$ cat src/rtl/ram_pkg.sv
// Shared types and helpers for the multi-read, single-write RAM.
// merge_lanes works on a fixed maximum width; callers cast in and out.
package ram_pkg;

   typedef enum logic [0:0] {
      CLEAR = 1'b0,
      READY = 1'b1
   } ram_state_e;

   localparam int unsigned max_width_lp = 256;

   function automatic int lanes(input int width, input int lane_width);
      return width / lane_width;
   endfunction

   // Bit i takes new_word when the lane holding bit i is enabled in mask.
   function automatic logic [max_width_lp-1:0] merge_lanes(
      input logic [max_width_lp-1:0] old_word,
      input logic [max_width_lp-1:0] new_word,
      input logic [max_width_lp-1:0] mask,
      input int                      lane_width
   );
      logic [max_width_lp-1:0] res;
      for (int i = 0; i < max_width_lp; i++) begin
         res[i] = mask[i / lane_width] ? new_word[i] : old_word[i];
      end
      return res;
   endfunction

endpackage

$ cat src/rtl/ram_clear_ctrl.sv
// Post-reset zero-fill sequencer: walks every address once, then raises ready.
// The top level steers clr_addr_o/clr_en_o onto the single write port.
module ram_clear_ctrl
   import ram_pkg::*;
#(
   parameter int depth_p          = 32,
   parameter bit clear_on_reset_p = 1'b1,
   parameter int addr_width_p     = $clog2(depth_p)
) (
   input  logic                    clk_i,
   input  logic                    reset_i,
   output logic                    ready_o,
   output logic                    clr_en_o,
   output logic [addr_width_p-1:0] clr_addr_o
);

   localparam ram_state_e              reset_state_lp = clear_on_reset_p ? CLEAR : READY;
   localparam logic [addr_width_p-1:0] last_addr_lp   = addr_width_p'(depth_p - 1);

   ram_state_e              state_r;
   ram_state_e              state_next_s;
   logic [addr_width_p-1:0] cnt_r;
   logic [addr_width_p-1:0] cnt_next_s;
   logic                    ready_r;
   logic                    clr_en_s;

   // State, sweep counter and registered ready flag.
   always_ff @(posedge clk_i or posedge reset_i) begin
      if (reset_i) begin
         state_r <= reset_state_lp;
         cnt_r   <= '0;
         ready_r <= 1'b0;
      end else begin
         state_r <= state_next_s;
         cnt_r   <= cnt_next_s;
         ready_r <= (state_next_s == READY);
      end
   end

   // Next state; the sweep write is held off while reset is asserted.
   always_comb begin
      state_next_s = state_r;
      cnt_next_s   = cnt_r;
      clr_en_s     = 1'b0;
      case (state_r)
         CLEAR: begin
            clr_en_s   = ~reset_i;
            cnt_next_s = cnt_r + addr_width_p'(1);
            if (cnt_r == last_addr_lp) begin
               state_next_s = READY;
            end else begin
               state_next_s = CLEAR;
            end
         end
         READY: begin
            state_next_s = READY;
         end
         default: begin
            state_next_s = reset_state_lp;
         end
      endcase
   end

   assign ready_o    = ready_r;
   assign clr_en_o   = clr_en_s;
   assign clr_addr_o = cnt_r;

endmodule

$ cat src/rtl/ram_nr1w_sync.sv
// Multi-read-port, single-write-port RAM with byte-lane write masks,
// registered reads, optional write-to-read bypass and post-reset zero sweep.
module ram_nr1w_sync
   import ram_pkg::*;
#(
   parameter int    width_p          = 8,
   parameter int    depth_p          = 32,
   parameter int    rd_ports_p       = 2,
   parameter int    lane_width_p     = 8,
   parameter bit    bypass_p         = 1'b1,
   parameter bit    clear_on_reset_p = 1'b1,
   parameter string filename_p       = ""
) (
   input  logic                                  clk_i,
   input  logic                                  reset_i,
   output logic                                  ready_o,
   input  logic                                  wr_valid_i,
   input  logic [$clog2(depth_p)-1:0]            wr_addr_i,
   input  logic [width_p-1:0]                    wr_data_i,
   input  logic [width_p/lane_width_p-1:0]       wr_mask_i,
   input  logic [rd_ports_p-1:0]                 rd_valid_i,
   input  logic [rd_ports_p*$clog2(depth_p)-1:0] rd_addr_i,
   output logic [rd_ports_p-1:0]                 rd_valid_o,
   output logic [rd_ports_p*width_p-1:0]         rd_data_o
);

   localparam int             addr_w_lp   = $clog2(depth_p);
   localparam int             mask_w_lp   = lanes(width_p, lane_width_p);
   localparam logic [addr_w_lp:0] depth_lp = (addr_w_lp + 1)'(depth_p);
   localparam bit             init_file_lp = (filename_p != "") && !clear_on_reset_p;

   logic [width_p-1:0]   mem_r [depth_p];
   logic                 ready_s;
   logic                 clr_en_s;
   logic [addr_w_lp-1:0] clr_addr_s;
   logic                 user_we_s;
   logic                 we_s;
   logic [addr_w_lp-1:0] waddr_s;
   logic [width_p-1:0]   wdata_s;
   logic [mask_w_lp-1:0] wmask_s;
   logic [width_p-1:0]   wword_s;

   ram_clear_ctrl #(
      .depth_p         (depth_p),
      .clear_on_reset_p(clear_on_reset_p),
      .addr_width_p    (addr_w_lp)
   ) u_clear_ctrl (
      .clk_i     (clk_i),
      .reset_i   (reset_i),
      .ready_o   (ready_s),
      .clr_en_o  (clr_en_s),
      .clr_addr_o(clr_addr_s)
   );

   // Preloaded contents are left to the simulation environment when enabled.
   if (init_file_lp) begin : g_init_file
   end

   assign user_we_s = ready_s & wr_valid_i & ({1'b0, wr_addr_i} < depth_lp);

   // The sweep owns the write port until the array is ready.
   always_comb begin
      if (clr_en_s) begin
         we_s    = 1'b1;
         waddr_s = clr_addr_s;
         wdata_s = '0;
         wmask_s = '1;
      end else begin
         we_s    = user_we_s;
         waddr_s = wr_addr_i;
         wdata_s = wr_data_i;
         wmask_s = wr_mask_i;
      end
   end

   assign wword_s = width_p'(merge_lanes(max_width_lp'(mem_r[waddr_s]),
                                         max_width_lp'(wdata_s),
                                         max_width_lp'(wmask_s),
                                         lane_width_p));

   // Storage array; contents survive reset.
   always_ff @(posedge clk_i) begin
      if (we_s) begin
         mem_r[waddr_s] <= wword_s;
      end
   end

   for (genvar p = 0; p < rd_ports_p; p++) begin : g_rd
      logic [addr_w_lp-1:0] raddr_s;
      logic                 hit_s;
      logic [width_p-1:0]   rword_s;
      logic [width_p-1:0]   rdata_r;
      logic                 rvalid_r;

      assign raddr_s = rd_addr_i[p*addr_w_lp +: addr_w_lp];
      assign hit_s   = (bypass_p == 1'b1) && user_we_s && (wr_addr_i == raddr_s);

      // Word presented to this port: zero when out of range, merged on a bypass hit.
      always_comb begin
         if ({1'b0, raddr_s} >= depth_lp) begin
            rword_s = '0;
         end else if (hit_s) begin
            rword_s = width_p'(merge_lanes(max_width_lp'(mem_r[raddr_s]),
                                           max_width_lp'(wr_data_i),
                                           max_width_lp'(wr_mask_i),
                                           lane_width_p));
         end else begin
            rword_s = mem_r[raddr_s];
         end
      end

      // Registered read; data holds when the port is idle.
      always_ff @(posedge clk_i or posedge reset_i) begin
         if (reset_i) begin
            rvalid_r <= 1'b0;
            rdata_r  <= '0;
         end else if (ready_s) begin
            rvalid_r <= rd_valid_i[p];
            if (rd_valid_i[p]) begin
               rdata_r <= rword_s;
            end
         end else begin
            rvalid_r <= 1'b0;
         end
      end

      assign rd_valid_o[p]                   = rvalid_r;
      assign rd_data_o[p*width_p +: width_p] = rdata_r;
   end

   assign ready_o = ready_s;

endmodule

$ cat config.mk
export PLATFORM = sky130hd
export DESIGN_NAME = ram_nr1w_sync
export DESIGN_NICKNAME = d
export VERILOG_FILES = /design/src/rtl/ram_pkg.sv /design/src/rtl/ram_clear_ctrl.sv /design/src/rtl/ram_nr1w_sync.sv
export SDC_FILE = /design/constraint.sdc
export NUM_CORES = 1
export LEC_CHECK = 0
export ABC_AREA = 1
export ABC_CLOCK_PERIOD_IN_PS = 2700
export BUFFER_PORTS_ARGS = -buffer_cell sky130_fd_sc_hd__buf_2
export CAP_MARGIN = 20
export CORE_ASPECT_RATIO = 1.1
export CORE_UTILIZATION = 50
export DETAILED_ROUTE_END_ITERATION = 6
export HOLD_SLACK_MARGIN = 0.1
export PLACE_DENSITY = 0.66
export SYNTH_ARGS = -nofsm -noshare
export SYNTH_HDL_FRONTEND = slang
export SYNTH_HIERARCHICAL = 1
export SYNTH_SLANG_ARGS = --single-unit
$ cat constraint.sdc
create_clock -name clk_i -period 2.7 [get_ports clk_i]
set_clock_uncertainty 0.15 [all_clocks]
set_input_delay 0.675 -clock clk_i [delete_from_list [all_inputs] [get_ports clk_i]]
set_output_delay 0.675 -clock clk_i [all_outputs]
set_load 0.03 [all_outputs]
==> metrics.txt <==
# TYPE chip_impl_metric gauge
chip_impl_metric{name="dieArea",unit="mm^2"} 0.03094
chip_impl_metric{name="antenna_left",unit=""} 0
chip_impl_metric{name="totalPowerFinal",unit="W"} 0.01000
chip_impl_metric{name="max-vdd-ir-drop",unit="V"} 0.0004370
chip_impl_metric{name="placed_instances",unit=""} 2256
chip_impl_metric{name="gpl.final_weighted_congestion",unit=""} 1.040
chip_impl_info{name="most_common_library_cell_in_the_layout_ignoring_fill_and_taps",value="sky130_fd_sc_hd__nand2_1"} 1
chip_impl_metric{name="slew_at_the_pin_closest_to_its_max_slew_limit",unit="ns"} 0.7245
chip_impl_metric{name="portion_of_total_power_attributed_to_the_clock_network",unit="%"} 39.7
chip_impl_metric{name="multi_input_area",unit="mm^2"} 0.005276
chip_impl_metric{name="max_slew_margin",unit="%"} 51.64
chip_impl_metric{name="die_w",unit="um"} 167.8
chip_impl_metric{name="synth-edff-count",unit=""} 256
chip_impl_metric{name="clkLatencyLatePin",unit="ns"} 0.57
chip_impl_metric{name="clk_path_buf_depth",unit=""} 3
chip_impl_info{name="clockRootBuffer",value="sky130_fd_sc_hd__clkbuf_16"} 1
chip_impl_metric{name="detailedRoute.firstIterationViolations",unit=""} 2037
chip_impl_metric{name="place.port_buffers",unit=""} 47
chip_impl_metric{name="stdcell_count",unit=""} 2311
chip_impl_metric{name="internal_power",unit="W"} 0.007434
chip_impl_metric{name="crit_fanout",unit=""} 8
chip_impl_metric{name="final_util",unit="%"} 58.03
chip_impl_info{name="crit_type",value="reg -> reg"} 1
chip_impl_metric{name="finalCritPeriodShare",unit="%"} 88.85
chip_impl_metric{name="cts_repair_resize_count",unit=""} 0
chip_impl_metric{name="core_area",unit="mm^2"} 0.02965
chip_impl_info{name="critical_path.startpoint_type",value="flip-flop"} 1
chip_impl_metric{name="height_of_the_die",unit="um"} 184.4
chip_impl_metric{name="grt_pass1_vias",unit=""} 12346
chip_impl_metric{name="setup-violations-final",unit=""} 0
chip_impl_metric{name="power.share.combinational",unit="%"} 12.3
chip_impl_metric{name="static-leakage-power",unit="nW"} 7.677
chip_impl_metric{name="met2_wirelength",unit="um"} 21840
chip_impl_metric{name="floorplan.initialDensity",unit="%"} 51.00
chip_impl_metric{name="netlist_area",unit="mm^2"} 0.01512
chip_impl_info{name="synth-main-ff-cell",value="sky130_fd_sc_hd__edfxtp_1"} 1
chip_impl_info{name="worst_setup_path_end_kind",value="flip-flop"} 1
chip_impl_metric{name="pwr-share-seq",unit="%"} 48.1
chip_impl_metric{name="route.detailed.vias_per_inst",unit=""} 5.830
chip_impl_metric{name="synthesis.area_per_instance",unit="um^2"} 8.160
chip_impl_metric{name="met3_length",unit="um"} 5495
chip_impl_metric{name="first_pass_iters",unit=""} 6
chip_impl_metric{name="hpwl",unit="um"} 32280
chip_impl_metric{name="ys_async_sr_fraction",unit="%"} 8.571
chip_impl_metric{name="drive_gt1_share",unit="%"} 10.90
chip_impl_metric{name="htree_num_levels",unit=""} 1
chip_impl_metric{name="area_growth_from_synthesis_to_final_layout",unit="%"} 13.77
chip_impl_info{name="tritoncts_clock_tree",value="done"} 1
chip_impl_metric{name="grt_overflow",unit=""} 0
chip_impl_info{name="route.top_layer_used",value="met4"} 1
chip_impl_metric{name="cts_made_buffers",unit=""} 29
chip_impl_metric{name="detail_route.wirelength",unit="um"} 49280
chip_impl_info{name="hold_path_class",value="in -> async"} 1
chip_impl_metric{name="ff_latch_area",unit="mm^2"} 0.008288
chip_impl_metric{name="p_sw_share",unit="%"} 25.68
chip_impl_metric{name="grt_start_max_net_pins",unit=""} 79
chip_impl_info{name="outcome",value="finished clean"} 1
chip_impl_metric{name="timing.fmax",unit="MHz"} 416.8
chip_impl_metric{name="synth_fp_nets",unit=""} 1884
chip_impl_info{name="grt_setup_unrepaired",value="no"} 1
chip_impl_metric{name="yosys_register_bits",unit=""} 280
chip_impl_metric{name="grt_pass1_wl",unit="um"} 74260
chip_impl_metric{name="pin_count",unit=""} 48
chip_impl_metric{name="cts.sinks",unit=""} 280
chip_impl_metric{name="antenna_violations_before_repair",unit=""} 2
chip_impl_metric{name="power_density",unit="mW/mm^2"} 581.4
chip_impl_metric{name="worst-endpoint-required",unit="ns"} 2.82
chip_impl_metric{name="slew_violations",unit=""} 0
chip_impl_metric{name="synth_seq_area_share",unit="%"} 54.81
chip_impl_info{name="most-common-layout-cells",value="sky130_fd_sc_hd__nand2_1 (531), sky130_fd_sc_hd__nand3_1 (464), sky130_fd_sc_hd__inv_1 (268)"} 1
chip_impl_metric{name="dr_total_vias",unit=""} 13472
chip_impl_metric{name="global_router_s_overall_resource_usage",unit="%"} 32.42
chip_impl_metric{name="clkTransAtPathRegs",unit="ns"} 0.06
chip_impl_metric{name="worst-endpoint-arrival",unit="ns"} 2.52
chip_impl_metric{name="timing.final.crit_period",unit="ns"} 2.399
chip_impl_metric{name="wl_met1",unit="um"} 19920
chip_impl_metric{name="finish.net_count",unit=""} 1945
chip_impl_metric{name="drcViolationCount",unit=""} 0
chip_impl_metric{name="core.rowCount",unit=""} 66
chip_impl_metric{name="detail_route.wl_per_cell",unit="um"} 21.32
chip_impl_metric{name="postSynthCellCount",unit=""} 1853
chip_impl_metric{name="netSwitchingPower",unit="W"} 0.002568
chip_impl_metric{name="max_cap_viol_count",unit=""} 0
chip_impl_metric{name="hold_viol",unit=""} 0
chip_impl_metric{name="yosysUniqueCellTypes",unit=""} 27
chip_impl_metric{name="yosysWarningCount",unit=""} 6
chip_impl_metric{name="fillCellCount",unit=""} 2643
## Yosys cell counts (6+ instances only)
library cell	count	area share, %
sky130_fd_sc_hd__nand3_1	464	15
sky130_fd_sc_hd__edfxtp_1	256	51
sky130_fd_sc_hd__nor2_1	120	3.0
sky130_fd_sc_hd__buf_1	11	0.27
sky130_fd_sc_hd__buf_2	69	2.3
sky130_fd_sc_hd__inv_1	268	6.7
sky130_fd_sc_hd__dfrtp_1	24	4.0
sky130_fd_sc_hd__clkbuf_1	20	0.50
sky130_fd_sc_hd__o211ai_1	24	1.2
sky130_fd_sc_hd__nand2_1	531	13
sky130_fd_sc_hd__buf_4	10	0.50
sky130_fd_sc_hd__inv_2	7	0.17
sky130_fd_sc_hd__o21ai_0	6	0.20
sky130_fd_sc_hd__a21oi_1	15	0.50
## power groups by stage
stage / clock [W] / combinational (W) / sequential [W]
floorplan: 0 / 0.000653 / 0.00496
global route: 0.00416 / 0.00130 / 0.00481
detailed placement: 0 / 0.00118 / 0.00490
finish: 0.00397 / 0.00123 / 0.00481
global placement: 0 / 0.00117 / 0.00490
CTS: 0.00401 / 0.00119 / 0.00481
## area by class of cell
cell class	instances	area share, %
Tap cell	374	2.720
Sequential cell	280	48.18
Clock buffer	38	4.713
Clock inverter	15	0.7928
Antenna cell	1	0.01455
Timing Repair Buffer	140	6.851
Multi-Input combinational cell	1186	30.67
Inverter	277	6.059
## per-layer routing
layer  up-vias  global-route usage [%]
li1       6141                       -
met4         0                   13.65
met3       144                   5.562
met5         -                       0
met2       933                   50.12
met1      6254                   45.18
## logic make-up after synthesis
group,Yosys count,synth area share (%)
AO/OA/AOI/OAI,48,2.002
XOR/XNOR,5,0.2896
adder cells (fa/ha/maj),2,0.1655
AND/OR/NAND/NOR,1131,32.30
flip-flops,280,54.81
buffers and inverters,387,10.43
## critical path, cell delays in order (launching register included)
cell                      delay, ns
sky130_fd_sc_hd__dfrtp_1       0.38
sky130_fd_sc_hd__nor2_1        0.19
sky130_fd_sc_hd__inv_1         0.09
sky130_fd_sc_hd__buf_4         0.14
sky130_fd_sc_hd__or2_2         0.27
sky130_fd_sc_hd__o21ai_0       0.15
sky130_fd_sc_hd__nand3_1       0.17
sky130_fd_sc_hd__buf_4         0.24
sky130_fd_sc_hd__nor2_1        0.14
sky130_fd_sc_hd__buf_4         0.18
## flip-flops by register name (all words and copies together) (netlist names)
| signal | count |
|---|---|
| g_rd.rvalid_r | 2 |
| g_rd.rdata_r | 16 |
| u_clear_ctrl/ready_o | 1 |
| u_clear_ctrl/clr_addr_o | 5 |
| mem_r | 256 |
## metrics by stage
step	setup WS (ns)	cell area (um^2)	TNS, ns	hold WS (ns)
floorplan	0.1465	15120	0	0.3046
global placement	-0.06697	16240	-4.711	0.3378
detailed placement	-0.06616	16240	-5.212	0.3292
CTS	0.3083	17200	0	0.1057
global route	0.1120	17200	0	0.1553
finish	0.3010	17200	0	0.08788
## final timing paths
| check | startpoint | endpoint | slack, ns | cells after the start |
|---|---|---|---|---|
| worst max register to register | u_clear_ctrl/ready_o$_DFF_PP0_ | mem_r[20][1]$_DFFE_PP_ | 0.30 | 9 |
| min in group clk_i | wr_data_i[0] | g_rd[1].rdata_r[0]$_DFFE_PP0P_ | 0.34 | 5 |
| worst min-delay path | reset_i | g_rd[1].rdata_r[3]$_DFFE_PP0P_ | 0.09 | 2 |
| max in group asynchronous | reset_i | u_clear_ctrl/clr_addr_o[4]$_DFFE_PP0N_ | 1.73 | 3 |
| worst max-delay path | u_clear_ctrl/ready_o$_DFF_PP0_ | mem_r[20][1]$_DFFE_PP_ | 0.30 | 9 |
| worst min register to register | g_rd[0].rdata_r[0]$_DFFE_PP0P_ | g_rd[0].rdata_r[0]$_DFFE_PP0P_ | 0.35 | 2 |
## timing repair
action,in CTS,in global routing
endpoints found under the hold margin,6,0
buffers inserted,0,0
hold buffers,1,0
No activity file was read; power rests on OpenSTA's default activity.
